[src/rtl/mem_arbiter.sv]
// mem_arbiter: two-master AHB-Lite arbiter sharing one slave port between
// the instruction-fetch master (M0) and the load/store master (M1).
// Uncontended transfers pass straight through. A request that cannot be
// issued is held, and its master is stalled through HREADY until the
// transfer completes on the slave.
// Optional build macro MEM_ARB_FIXED_PRIO_EN: fresh-request ties always go to
// M1 instead of round-robin. Held-request priority is not affected.
module mem_arbiter #(
    parameter int ADDR_WIDTH = 32,
    parameter int WORD_WIDTH = 32
) (
    input  logic                  HCLK,
    input  logic                  HRESETn,
    input  logic [ADDR_WIDTH-1:0] m0_haddr,
    input  logic [1:0]            m0_htrans,
    input  logic                  m0_hwrite,
    input  logic [2:0]            m0_hsize,
    input  logic [WORD_WIDTH-1:0] m0_hwdata,
    output logic [WORD_WIDTH-1:0] m0_hrdata,
    output logic                  m0_hready,
    output logic                  m0_hresp,
    input  logic [ADDR_WIDTH-1:0] m1_haddr,
    input  logic [1:0]            m1_htrans,
    input  logic                  m1_hwrite,
    input  logic [2:0]            m1_hsize,
    input  logic [WORD_WIDTH-1:0] m1_hwdata,
    output logic [WORD_WIDTH-1:0] m1_hrdata,
    output logic                  m1_hready,
    output logic                  m1_hresp,
    output logic [ADDR_WIDTH-1:0] s_haddr,
    output logic [1:0]            s_htrans,
    output logic                  s_hwrite,
    output logic [2:0]            s_hsize,
    output logic [WORD_WIDTH-1:0] s_hwdata,
    input  logic [WORD_WIDTH-1:0] s_hrdata,
    input  logic                  s_hready,
    input  logic                  s_hresp
);

    localparam logic [1:0] HT_IDLE   = 2'b00;
    localparam logic [1:0] HT_NONSEQ = 2'b10;
    localparam logic [1:0] HT_SEQ    = 2'b11;

    logic [ADDR_WIDTH-1:0] m_haddr [2];
    logic [1:0]            m_htrans [2];
    logic [2:0]            m_hsize [2];
    logic [1:0]            m_hwrite;

    assign m_haddr[0]  = m0_haddr;
    assign m_haddr[1]  = m1_haddr;
    assign m_htrans[0] = m0_htrans;
    assign m_htrans[1] = m1_htrans;
    assign m_hsize[0]  = m0_hsize;
    assign m_hsize[1]  = m1_hsize;
    assign m_hwrite    = {m1_hwrite, m0_hwrite};

    logic [1:0]            hold_vld;
    logic [ADDR_WIDTH-1:0] hold_addr [2];
    logic [1:0]            hold_write;
    logic [2:0]            hold_size [2];
    logic                  dp_vld;
    logic                  dp_own;
    logic                  rr_last;

    logic [1:0] hready;
    logic [1:0] fresh;
    logic       issue;
    logic       sel;
    logic       from_hold;
    logic       tie;

`ifdef MEM_ARB_FIXED_PRIO_EN
    assign tie = 1'b1;
`else
    assign tie = ~rr_last;
`endif

    // Per-master ready: the data-phase owner follows the slave, a held master stalls
    always_comb begin
        hready = '0;
        fresh  = '0;
        for (int n = 0; n < 2; n++) begin
            hready[n] = (dp_vld && dp_own == 1'(n)) ? s_hready : !hold_vld[n];
            fresh[n]  = hready[n] && (m_htrans[n] == HT_NONSEQ || m_htrans[n] == HT_SEQ);
        end
    end

    // Slot selection: a held request beats fresh ones; fresh ties use the tie-break
    always_comb begin
        issue     = 1'b0;
        sel       = 1'b0;
        from_hold = 1'b0;
        if (s_hready) begin
            if (|hold_vld) begin
                issue     = 1'b1;
                from_hold = 1'b1;
                sel       = (&hold_vld) ? ~rr_last : hold_vld[1];
            end else if (|fresh) begin
                issue = 1'b1;
                sel   = (&fresh) ? tie : fresh[1];
            end
        end
    end

    assign s_htrans = issue ? HT_NONSEQ : HT_IDLE;
    assign s_haddr  = from_hold ? hold_addr[sel]  : m_haddr[sel];
    assign s_hwrite = from_hold ? hold_write[sel] : m_hwrite[sel];
    assign s_hsize  = from_hold ? hold_size[sel]  : m_hsize[sel];
    assign s_hwdata = dp_own ? m1_hwdata : m0_hwdata;

    assign m0_hready = hready[0];
    assign m1_hready = hready[1];
    assign m0_hrdata = (dp_vld && !dp_own) ? s_hrdata : '0;
    assign m1_hrdata = (dp_vld &&  dp_own) ? s_hrdata : '0;
    assign m0_hresp  = dp_vld && !dp_own && s_hresp;
    assign m1_hresp  = dp_vld &&  dp_own && s_hresp;

    // Data-phase tracker and round-robin pointer advance with each open slot
    always_ff @(posedge HCLK or negedge HRESETn) begin
        if (!HRESETn) begin
            dp_vld  <= 1'b0;
            dp_own  <= 1'b0;
            rr_last <= 1'b1;
        end else begin
            if (s_hready) begin
                dp_vld <= issue;
                dp_own <= sel;
            end
            if (issue)
                rr_last <= sel;
        end
    end

    // Hold registers capture fresh requests that miss the slot and clear when issued
    always_ff @(posedge HCLK or negedge HRESETn) begin
        if (!HRESETn) begin
            for (int n = 0; n < 2; n++) begin
                hold_vld[n]   <= 1'b0;
                hold_addr[n]  <= '0;
                hold_write[n] <= 1'b0;
                hold_size[n]  <= '0;
            end
        end else begin
            for (int n = 0; n < 2; n++) begin
                if (fresh[n] && !(issue && sel == 1'(n))) begin
                    hold_vld[n]   <= 1'b1;
                    hold_addr[n]  <= m_haddr[n];
                    hold_write[n] <= m_hwrite[n];
                    hold_size[n]  <= m_hsize[n];
                end else if (issue && from_hold && sel == 1'(n)) begin
                    hold_vld[n] <= 1'b0;
                end
            end
        end
    end

endmodule

[config.mk]
export PLATFORM = sky130hd
export DESIGN_NAME = mem_arbiter
export DESIGN_NICKNAME = d
export VERILOG_FILES = /design/src/rtl/mem_arbiter.sv
export SDC_FILE = /design/constraint.sdc
export NUM_CORES = 1
export LEC_CHECK = 0
export BUFFER_PORTS_ARGS = -buffer_cell sky130_fd_sc_hd__buf_2
export CAP_MARGIN = 10
export CORE_AREA = 4 4 119 121
export DETAILED_ROUTE_END_ITERATION = 10
export DIE_AREA = 0 0 123 125
export PLACE_DENSITY = 0.72
export SLEW_MARGIN = 20
export SYNTH_ARGS = -nofsm -noshare
export SYNTH_HDL_FRONTEND = slang
export SYNTH_SLANG_ARGS = --single-unit
[constraint.sdc]
create_clock -name HCLK -period 2.28 [get_ports HCLK]
set_input_delay 0.228 -clock HCLK [delete_from_list [all_inputs] [get_ports HCLK]]
set_output_delay 0.228 -clock HCLK [all_outputs]
set_load 0.02 [all_outputs]
==> results of run 1 <==
## cell usage in the layout, fill, tap and decap left out, drive strengths merged
cell type    n
nand4        1
a21boi       1
and2        34
a32oi       36
nand2b       4
and3        33
bufinv       2
nor4b        1
buf        330
mux2i        2
clkinv       2
a21oi        3
nand3b       1
mux2       104
dfstp        1
clkbuf      12
dfrtp       76
o41ai        1
o211ai       1
a21o         1
a22oi       36
o31ai        1
diode        4
o21a         1
nand2        8
conb         1
nor2         1
inv          3
nand3        1
nor2b        1
o2bb2ai      1
o21ai       38
## per-layer routing
| metal | global-route usage | vias up | part of all wire |
|---|---|---|---|
| li1 | - | 2257 | - |
| met1 | 0.2827 | 2485 | 0.38 |
| met2 | 0.4169 | 269 | 0.52 |
| met3 | 0.04968 | 28 | 0.083 |
| met4 | 0.07166 | 2 | 0.019 |
| met5 | 0 | - | 0.00057 |
## kinds of logic after synthesis
group | count (synthesis)
flip-flops | 77
multiplexers | 106
buffers and inverters | 48
AO/OA/AOI/OAI | 120
other | 1
AND/OR/NAND/NOR | 85
## worst paths after layout
kind	start	end	slack, ns	cells past startpoint
setup / recovery	rr_last$_DFFE_PN1N_	s_haddr[8]	0.05	5
min in group HCLK	m1_haddr[18]	hold_addr[18]$_DFFE_PN0P_	0.13	2
hold / removal	HRESETn	hold_addr[21]$_DFFE_PN0P_	-0.002	1
hold reg to reg	hold_write[1]$_DFFE_PN0P_	hold_write[1]$_DFFE_PN0P_	0.49	1
max in group asynchronous	HRESETn	hold_size[1]$_DFFE_PN0P_	1.63	2
setup reg to reg	hold_vld[0]$_DFFE_PN0P_	hold_write[0]$_DFFE_PN0P_	0.20	5
## through the flow
stage | util | area [µm²] | power [W]
after floorplan | - | 4891 | 0.006071
after global placement | 0.5092 | 6663 | 0.007641
after detailed placement | 0.5092 | 6663 | 0.007801
final | 0.5363 | 7018 | 0.009385
after global routing | 0.5361 | 7015 | 0.009890
after CTS | 0.5344 | 6993 | 0.009402
## repair_timing
action	CTS	global route
setup buffers	0	1
pin swaps	0	1
setup endpoints to repair	3	8
gates resized for setup	1	1
## sequential cells by signal, indices dropped and copies added (netlist names)
name,count
dp_vld,1
hold_vld,2
hold_addr,64
hold_write,2
dp_own,1
rr_last,1
hold_size,6
## worst register-to-register path: cells and delay by family (launching register included)
family	cells	cell delay, ns
flops	1	0.60
buf+inv	1	0.25
simple gates	1	0.18
mux	1	0.36
compound gates	2	0.57
## layout make-up
class | instances | area [µm²] | share of cell area
Multi-Input combinational cell | 312 | 2740 | 0.3904
Sequential cell | 77 | 1931 | 0.2751
Timing Repair Buffer | 330 | 1779 | 0.2535
Clock buffer | 12 | 256.5 | 0.03655
Tap cell | 176 | 220.2 | 0.03138
Clock inverter | 4 | 70.07 | 0.009984
Inverter | 3 | 11.26 | 0.001605
Antenna cell | 4 | 10.01 | 0.001426
## power groups by stage
| stage | registers, W | clock network (W) | logic [W] |
|---|---|---|---|
| CTS | 0.00254 | 0.00159 | 0.00528 |
| detailed placement | 0.00254 | 0 | 0.00526 |
| global placement | 0.00249 | 0 | 0.00515 |
| global route | 0.00262 | 0.00164 | 0.00562 |
| finish | 0.00255 | 0.00155 | 0.00529 |
| floorplan | 0.00236 | 0 | 0.00371 |
==> metrics.yaml, run 1 <==
setup_path:
  crit_path_cell_trace: "nand2b_1 -> buf_12 -> a32oi_1 -> o21ai_0 -> buf_2"
  crit_path_end_kind: "output port"
  path_class: "reg -> out"
  cp_slowest_cell: "dfstp_2"
  cp_num_buf_inv: 2
  cp_data_arrival_time_ns: 2.01
  critPathMaxStageDelay_ns: 0.63
  cp_top_family: "flip-flops"
  setup.worst_path.start_class: "flop"
  cp.required_ns: 2.05
  cp_max_fo: 37
global_routing:
  overflow: 0
  grt_max_degree: 67
  grt_pass1_vias: 5131
  grt_usage: 0.2349
  grt_pass1_wl_um: 28310
  grt_antenna_before_repair: 4
synth:
  synthXorXnorAreaFrac: 0
  synth_fa_ha_area_frac: 0
  synth_ff_type: "dfrtp_1"
  synth.area.top_cells: "dfrtp_1 39%, mux2_2 10%, mux2_4 8.9%"
  ys_warn_count: 0
  yosys.cell_types.count: 39
  syn_area_per_cell_um2: 11.19
  yosysSeqAreaShare: 0.3942
  post-synth-top-area-cell: "dfrtp_1"
  synth_edf_count: 0
  synth-simple-area-share: 0.1097
  synth_mux_area_frac: 0.2666
  synth_compound_area_frac: 0.1775
  synth_area_um2: 4891
  synth_fp_nets: 613
  synthTopCellsByCount: "76 x dfrtp_1, 45 x mux2_2, 36 x a22oi_1, 36 x a32oi_1, 34 x and2_1"
  yosysMostFrequentCell: "dfrtp_1"
  synth_top_family_by_area: "multiplexers"
  synthArstFlopShare: 1.000
  yosysTopAreaCellShare: 0.3888
  syn_inst: 437
  synth-seq-cells: 77
cells_and_area:
  final_nets: 909
  nFillCells: 1134
  final_cells: 918
  synthToLayoutAreaGrowth_pct: 43.49
  drive_gt1_frac: 0.5840
pwr:
  swShare: 0.4211
  power.share.sequential: 0.271
  p_leak_nw: 3.644
  vdd_ir_drop_max_mv: 0.6182
  p_per_area_nw_per_um2: 1337
  switchingPower_w: 0.003952
  p_int_w: 0.005433
  clkPwrFrac: 0.165
  combPwrFrac: 0.563
sta:
  final-hold-violation-count: 1
  slew_violations: 0
  whs_ns: -0.002230
  fin_crit_sh: 0.9795
  slew_headroom: 0.4368
  max_freq_mhz: 447.8
  tightest_slew_ns: 0.8447
  setup_viol: 0
  rsz0062_at_grt: "false"
  setup-tns-final_ns: 0
  fin_ws_ns: 0.04665
  layout_min_cycle_time_ns: 2.233
  skew_ns: 0.006269
route:
  vias: 5041
  wl_um: 19170
  drt_iter0_drc: 229
  drt-wirelength-per-cell_um: 20.88
  drc: 0
  ant_nets: 0
  drt_pass1_iterations: 5
  viasPerCell: 5.491
floorplanning:
  dieArea_um2: 15380
  die_h_um: 125
  io-pin-count: 314
  initial_utilization: 0.3738
  rows: 42
  die_w_um: 123
  core_area_um2: 13090
outcome:
  violations: "hold timing"
  status: "finished with violations"
clock_tree:
  ctsHoldBuffers: 0
  cts_root_buf: "clkbuf_16"
  clock-sinks: 77
  clk_latency_ns: 0.33
  path_clk_slew_ns: 0.06
  cts_buffers: 9
  tritoncts: "done"
  htreeDepth: 3
  cts_buffer_depth: 2
job:
  drv_cap: 0
worst_hold_path:
  hold_class: "in -> async"
place:
  io_buffers: 310
  post-place-cells: 897
  routabilityCongestion: 0.8582
  place_hpwl_um: 14710
  dp_slack_ns: 0.2246
Power figures use the tool's default switching activity.
==> inputs of run 2 (changes only) <==
Settings changed: ABC_AREA from default to 1, MAX_ROUTING_LAYER from default to met4, PLACE_DENSITY 0.72 to 0.78.
==> run 2 against run 1 <==
The run ends with setup timing left. Power grew 22%. Cell count is 54% higher. Synthesized cell count is 110% higher. Sequential power is 5% lower. Clock power down 8%. Hold slack gained 0.14 ns. Worst setup slack worse by 0.080 ns.
==> metrics.yaml, run 2 <==
outcome:
  status: "finished with violations"
  violations: "setup timing"
route:
  vias: 7354  # +46%
  wl_um: 24210  # +26%
  drt-wirelength-per-cell_um: 17.10  # -18%
  drt_pass1_iterations: 5  # unchanged
  ant_nets: 0  # unchanged
  viasPerCell: 5.194  # -5.4%
  drt_iter0_drc: 701  # +210%
  drc: 0  # unchanged
floorplanning:
  die_w_um: 123  # unchanged
  io-pin-count: 314  # unchanged
  initial_utilization: 0.4292  # +0.05546
  rows: 42  # unchanged
  die_h_um: 125  # unchanged
  core_area_um2: 13090  # unchanged
  dieArea_um2: 15380  # unchanged
cells_and_area:
  final_common_cell: "nand2_1"
  final_cells: 1416  # +54%
  drive_gt1_frac: 0.3471  # -0.2369
  nFillCells: 1168  # +3.0%
  top_regs: "hold_addr: 64 flops, hold_size: 6 flops"
  synthToLayoutAreaGrowth_pct: 46.96
  largest_register: "hold_addr"
  final_nets: 1407  # +55%
  largest_reg_flops: 64  # unchanged
  layout_common_cells: "302 x nand2_1, 279 x buf_2, 141 x inv_1"
setup_path:
  critPathMaxStageDelay_ns: 0.55  # -0.08 ns
  r2r-end: "hold_size[1]$_DFFE_PN0P_"
  crit_path_cell_trace: "inv_4 -> a21oi_4 -> nor2_4 -> buf_6 -> nand2_8 -> buf_12 -> nand3_1 -> nand2_1 -> inv_1 -> nand2_2 -> buf_6"
  cp_data_arrival_time_ns: 2.09  # +0.08 ns
  cp_max_fo: 8  # -78%
  setup.worst_path.start_class: "flop"
  rrSetupSlack_ns: 0.12  # -0.08 ns
  cp_slowest_cell: "dfstp_2"
  path_class: "reg -> out"
  crit_path_end_kind: "output port"
  cp.required_ns: 2.05  # about the same
  ff2ff_path_depth: 13  # +8
  cpMostUsedCell: "buf_6"
  r2r-start: "dp_own$_DFFE_PN0P_"
global_routing:
  grt_pass1_wl_um: 33560  # +19%
  grt_usage: 0.2862  # +0.05125
  overflow: 0  # unchanged
  grt_antenna_before_repair: 7  # +3
  grt_max_degree: 45  # -33%
  grt_pass1_vias: 6475  # +26%
clock_tree:
  cts_buffer_depth: 2  # unchanged
  cts_buffers: 9  # unchanged
  cts_root_buf: "clkbuf_16"
  htreeDepth: 3  # unchanged
  tritoncts: "done"
  clock-sinks: 77  # unchanged
  clk_latency_ns: 0.34  # about the same
  path_clk_slew_ns: 0.06  # about the same
synth:
  synth_edf_count: 0  # unchanged
  syn_area_per_cell_um2: 6.085  # -46%
  synth_area_um2: 5617  # +15%
  synthArstFlopShare: 1.000  # unchanged
  synthTopCellsByCount: "320 x nand2_1, 144 x inv_1, 111 x nand3_1"
  ys_warn_count: 0  # unchanged
  synth_ff_type: "dfrtp_1"
  syn_inst: 923  # +110%
  yosys.cell_types.count: 24  # -38%
  post-synth-top-area-cell: "dfrtp_1"
  yosysSeqAreaShare: 0.3433  # -0.05093
  synth_fp_nets: 1099  # +79%
  synth-seq-cells: 77  # unchanged
  yosysTopAreaCellShare: 0.3386  # -0.05024
  synth.area.top_cells: "dfrtp_1 34%, nand2_1 21%, nand3_1 9.9%"
  yosysMostFrequentCell: "nand2_1"
sta:
  final-hold-violation-count: 0  # -1
  rsz0062_at_grt: "true"
  fin_crit_sh: 1.015  # +0.03514
  skew_ns: 0.005086  # -0.001183 ns
  whs_ns: 0.1351  # +0.1373 ns
  setup_viol: 2  # +2
  fin_ws_ns: -0.03347  # -0.08012 ns
  setup-tns-final_ns: -0.03458  # -0.03458 ns
  layout_min_cycle_time_ns: 2.313  # +0.08012 ns
  max_freq_mhz: 432.3  # -3.5%
  slew_violations: 0  # unchanged
pwr:
  p_per_area_nw_per_um2: 1393  # +4.1%
  p_leak_nw: 5.116  # +40%
  p_int_w: 0.005678  # +4.5%
  total_power_w: 0.01149  # +22%
  clkPwrFrac: 0.123  # -0.042
  combPwrFrac: 0.666  # +0.103
  vdd_ir_drop_max_mv: 0.7903  # +28%
  power.share.sequential: 0.211  # -0.060
  swShare: 0.5060  # +0.08497
  switchingPower_w: 0.005817  # +47%
worst_hold_path:
  hold_depth: 3
  min_from: "m0_haddr[9]"
  hold_class: "in -> reg"
  holdPathEnd: "hold_addr[41]$_DFFE_PN0P_"
job:
  drv_cap: 0  # unchanged
place:
  io_buffers: 310  # unchanged
  post-place-cells: 1375  # +53%
  routabilityCongestion: 0.9731  # +13%
  place_hpwl_um: 17280  # +17%
-- run 2: worst max-delay path by stage --
stage | slack [ns] | start | to
2_1_floorplan | 0.38 | dp_own$_DFFE_PN0P_ | s_haddr[10]
3_3_place_gp | 0.18 | rr_last$_DFFE_PN1N_ | s_haddr[12]
3_5_place_dp | 0.16 | hold_vld[0]$_DFFE_PN0P_ | s_haddr[1]
4_1_cts | 0.003 | rr_last$_DFFE_PN1N_ | s_haddr[12]
5_1_grt | -0.08 | rr_last$_DFFE_PN1N_ | s_hsize[1]
6_report | -0.03 | rr_last$_DFFE_PN1N_ | s_hsize[1]
-- run 2: repair_timing --
action / 4_1_cts / 5_1_grt
hold endpoints to repair: 33 / 0
gates cloned: 0 / 5
pin swaps: 3 / 16
setup endpoints to repair: 35 / 37
gates resized for setup: 6 / 97
buffers inserted: 5 / 10
hold buffers: 1 / 0
-- run 2: metal layers --
| layer | GRT usage | routed length [µm] | vias up |
|---|---|---|---|
| met4 | 0.1121 | 840 | 0 |
| met3 | 0.06233 | 2491 | 72 |
| met5 | - | 0 | - |
| met2 | 0.4722 | 11950 | 460 |
| met1 | 0.3390 | 8920 | 3327 |
| li1 | - | - | 3495 |
-- run 2: power by group through the flow --
stage               clock network, W  registers [W]  logic, W
floorplan                          0        0.00228   0.00440
global placement                   0        0.00236   0.00642
detailed placement                 0        0.00237   0.00651
CTS                          0.00142        0.00237   0.00663
global route                 0.00149        0.00248   0.00820
finish                       0.00142        0.00242   0.00766
-- run 2: critical path: cells and delay by family (launching register included) --
kind                   cells  cell delay, ns
AOI/OAI and AO/OA          1            0.20
buffers and inverters      5            0.51
and+or+nand+nor            5            0.48
DFF                        1            0.55
-- run 2: kinds of logic (layout without fill, tap and decap cells) --
logic type | Yosys count | in the layout | share of synthesized area
AND/OR/NAND/NOR | 582 | 582 | 0.4536
buffers and inverters | 220 | 530 | 0.1637
flip-flops | 77 | 77 | 0.3433
AO/OA/AOI/OAI | 43 | 43 | 0.03876
other | 1 | 8 | 0.0006677
-- run 2: final cells by class --
type | instances | area (µm²) | area share
Multi-Input combinational cell | 626 | 2938 | 0.3559
Timing Repair Buffer | 366 | 2286 | 0.2769
Sequential cell | 77 | 1931 | 0.2339
Inverter | 151 | 574.3 | 0.06958
Clock buffer | 11 | 252.7 | 0.03062
Tap cell | 176 | 220.2 | 0.02668
Clock inverter | 2 | 35.03 | 0.004244
Antenna cell | 7 | 17.52 | 0.002122
-- run 2: through the flow --
stage	setup slack (ns)	util	instance area [µm²]
floorplan	0.3832	-	5617
global placement	0.1805	0.5634	7372
detailed placement	0.1583	0.5634	7372
CTS	0.003154	0.5912	7736
global route	-0.08088	0.6308	8254
finish	-0.03347	0.6308	8254
==> inputs of run 3 (changes only) <==
Settings changed: RECOVER_POWER from default to 100, SLEW_MARGIN 20 to default.
==> run 3 against run 2 <==
The run still ends with setup timing left. Clock power about the same. Fmax about the same. Worst setup slack better by 0.0021 ns. Sequential power hardly changed. Global-route usage unchanged. Flip-flop and latch count unchanged.
==> metrics.yaml, run 3 (synthesis results as in run 2) <==
outcome:
  status: "finished with violations"
  violations: "setup timing"
cells_and_area:
  largest_register: "hold_addr"
  top_regs: "hold_addr: 64 flops, hold_size: 6 flops"
  layout_common_cells: "302 x nand2_1, 279 x buf_2, 141 x inv_1"
  final_cells: 1416  # unchanged
  final_common_cell: "nand2_1"
  drive_gt1_frac: 0.3471  # unchanged
  largest_reg_flops: 64  # unchanged
  synthToLayoutAreaGrowth_pct: 46.69
  final_nets: 1407  # unchanged
route:
  drc: 0  # unchanged
  drt-wirelength-per-cell_um: 17.09  # about the same
  ant_nets: 0  # unchanged
  vias: 7312  # -0.57%
  wl_um: 24210  # about the same
  drt_pass1_iterations: 6  # +1
  viasPerCell: 5.164  # -0.57%
  drt_iter0_drc: 701  # unchanged
clock_tree:
  tritoncts: "done"
  cts_buffer_depth: 2  # unchanged
  path_clk_slew_ns: 0.06  # about the same
  htreeDepth: 3  # unchanged
  cts_root_buf: "clkbuf_16"
  cts_buffers: 9  # unchanged
  clk_latency_ns: 0.34  # about the same
  clock-sinks: 77  # unchanged
global_routing:
  grt_usage: 0.2862  # unchanged
  grt_antenna_before_repair: 7  # unchanged
  grt_pass1_wl_um: 33560  # unchanged
  grt_pass1_vias: 6475  # unchanged
  overflow: 0  # unchanged
  grt_max_degree: 45  # unchanged
setup_path:
  cp_top_family: "flip-flops"
  crit_path_cell_trace: "inv_4 -> a21oi_4 -> nor2_4 -> buf_6 -> nand2_8 -> buf_12 -> nand3_1 -> nand2_1 -> inv_1 -> nand2_2 -> buf_6"
  rrSetupSlack_ns: 0.13  # about the same
  cp_data_arrival_time_ns: 2.08  # about the same
  path_class: "reg -> out"
  crit_path_end_kind: "output port"
  r2r-end: "hold_addr[22]$_DFFE_PN0P_"
  ff2ff_path_depth: 13  # unchanged
  critPathMaxStageDelay_ns: 0.55  # about the same
  cp_num_buf_inv: 5  # unchanged
  cp.required_ns: 2.05  # about the same
  setup.worst_path.start_class: "flop"
  cp_max_fo: 8  # unchanged
  cpMostUsedCell: "buf_6"
  cp_slowest_cell: "dfstp_2"
  r2r-start: "dp_own$_DFFE_PN0P_"
floorplanning:
  rows: 42  # unchanged
  core_area_um2: 13090  # unchanged
  initial_utilization: 0.4292  # unchanged
  io-pin-count: 314  # unchanged
  die_w_um: 123  # unchanged
  die_h_um: 125  # unchanged
  dieArea_um2: 15380  # unchanged
sta:
  final-hold-violation-count: 0  # unchanged
  fin_crit_sh: 1.014  # about the same
  setup_viol: 1  # -1
  slew_headroom: 0.4281
  layout_min_cycle_time_ns: 2.311  # -0.002055 ns
  slew_violations: 0  # unchanged
  tightest_slew_ns: 0.8579
  fin_ws_ns: -0.03141  # +0.002055 ns
  rsz0062_at_grt: "true"
  skew_ns: 0.004553  # -0.0005325 ns
  max_freq_mhz: 432.6  # about the same
job:
  drv_cap: 0  # unchanged
place:
  place_hpwl_um: 17280  # unchanged
  post-place-cells: 1375  # unchanged
  dp_slack_ns: 0.1583  # unchanged
  routabilityCongestion: 0.9731  # unchanged
  io_buffers: 310  # unchanged
pwr:
  vdd_ir_drop_max_mv: 0.7914  # +0.13%
  p_per_area_nw_per_um2: 1393  # about the same
  p_leak_nw: 5.111  # -0.11%
worst_hold_path:
  hold_class: "in -> reg"
  min_from: "m0_haddr[19]"
  hold_depth: 3  # unchanged
  holdPathEnd: "hold_addr[51]$_DFFE_PN0P_"
-- run 3: timing repair --
action                     in CTS  in global routing
setup buffers                   5                 10
hold buffers                    1                  0
pin swaps                       3                 16
gates resized for setup         6                 97
gates cloned                    0                  5
setup endpoints to repair      35                 37
hold endpoints to repair       33                  0
-- run 3: metal layers --
| metal | track usage | part of all wire |
|---|---|---|
| met5 | - | 0 |
| met4 | 0.1121 | 0.034 |
| met3 | 0.06233 | 0.11 |
| met2 | 0.4722 | 0.49 |
| met1 | 0.3390 | 0.37 |
-- run 3: worst max path at each step --
| stage | end | depth (start not counted) | from | slack [ns] |
|---|---|---|---|---|
| floorplan | s_haddr[10] | 11 | dp_own$_DFFE_PN0P_ | 0.38 |
| global placement | s_haddr[12] | 9 | rr_last$_DFFE_PN1N_ | 0.18 |
| detailed placement | s_haddr[1] | 10 | hold_vld[0]$_DFFE_PN0P_ | 0.16 |
| CTS | s_haddr[12] | 11 | rr_last$_DFFE_PN1N_ | 0.003 |
| global route | s_hsize[1] | 11 | rr_last$_DFFE_PN1N_ | -0.08 |
| finish | s_hsize[1] | 11 | rr_last$_DFFE_PN1N_ | -0.03 |
-- run 3: power by group --
| group | total, W | switching (W) | internal (W) | leakage, nW |
|---|---|---|---|---|
| combinational | 0.00765 | 0.00488 | 0.00277 | 4.01 |
| sequential | 0.00242 | 0.000398 | 0.00202 | 0.953 |
| clock | 0.00141 | 0.000527 | 0.000886 | 0.143 |
-- run 3: per-stage QoR --
step / util / total power, W / setup TNS (ns) / instance area (µm²) / hold slack (ns)
floorplan: - / 0.006686 / 0 / 5617 / -0.06759
global placement: 0.5634 / 0.008778 / 0 / 7372 / 0.2055
detailed placement: 0.5634 / 0.008884 / 0 / 7372 / 0.2055
CTS: 0.5912 / 0.01042 / 0 / 7736 / 0.1373
global route: 0.6297 / 0.01218 / -0.4408 / 8239 / 0.1420
finish: 0.6297 / 0.01148 / -0.03141 / 8239 / 0.1361
-- run 3: final cells by class --
cell class	instances	area, µm²
tap	176	220.2
antenna	7	17.52
sequential	77	1931
clock inverter	2	35.03
fill	1171	4846
inverter	151	574.3
timing repair buffer	366	2271
clock buffer	11	252.7
multi-input combinational	626	2938
-- run 3: tightest hold or removal path, stage by stage --
cell and delay [ns]:
buf_2 0.09, nand3_1 0.07, nand2_1 0.06
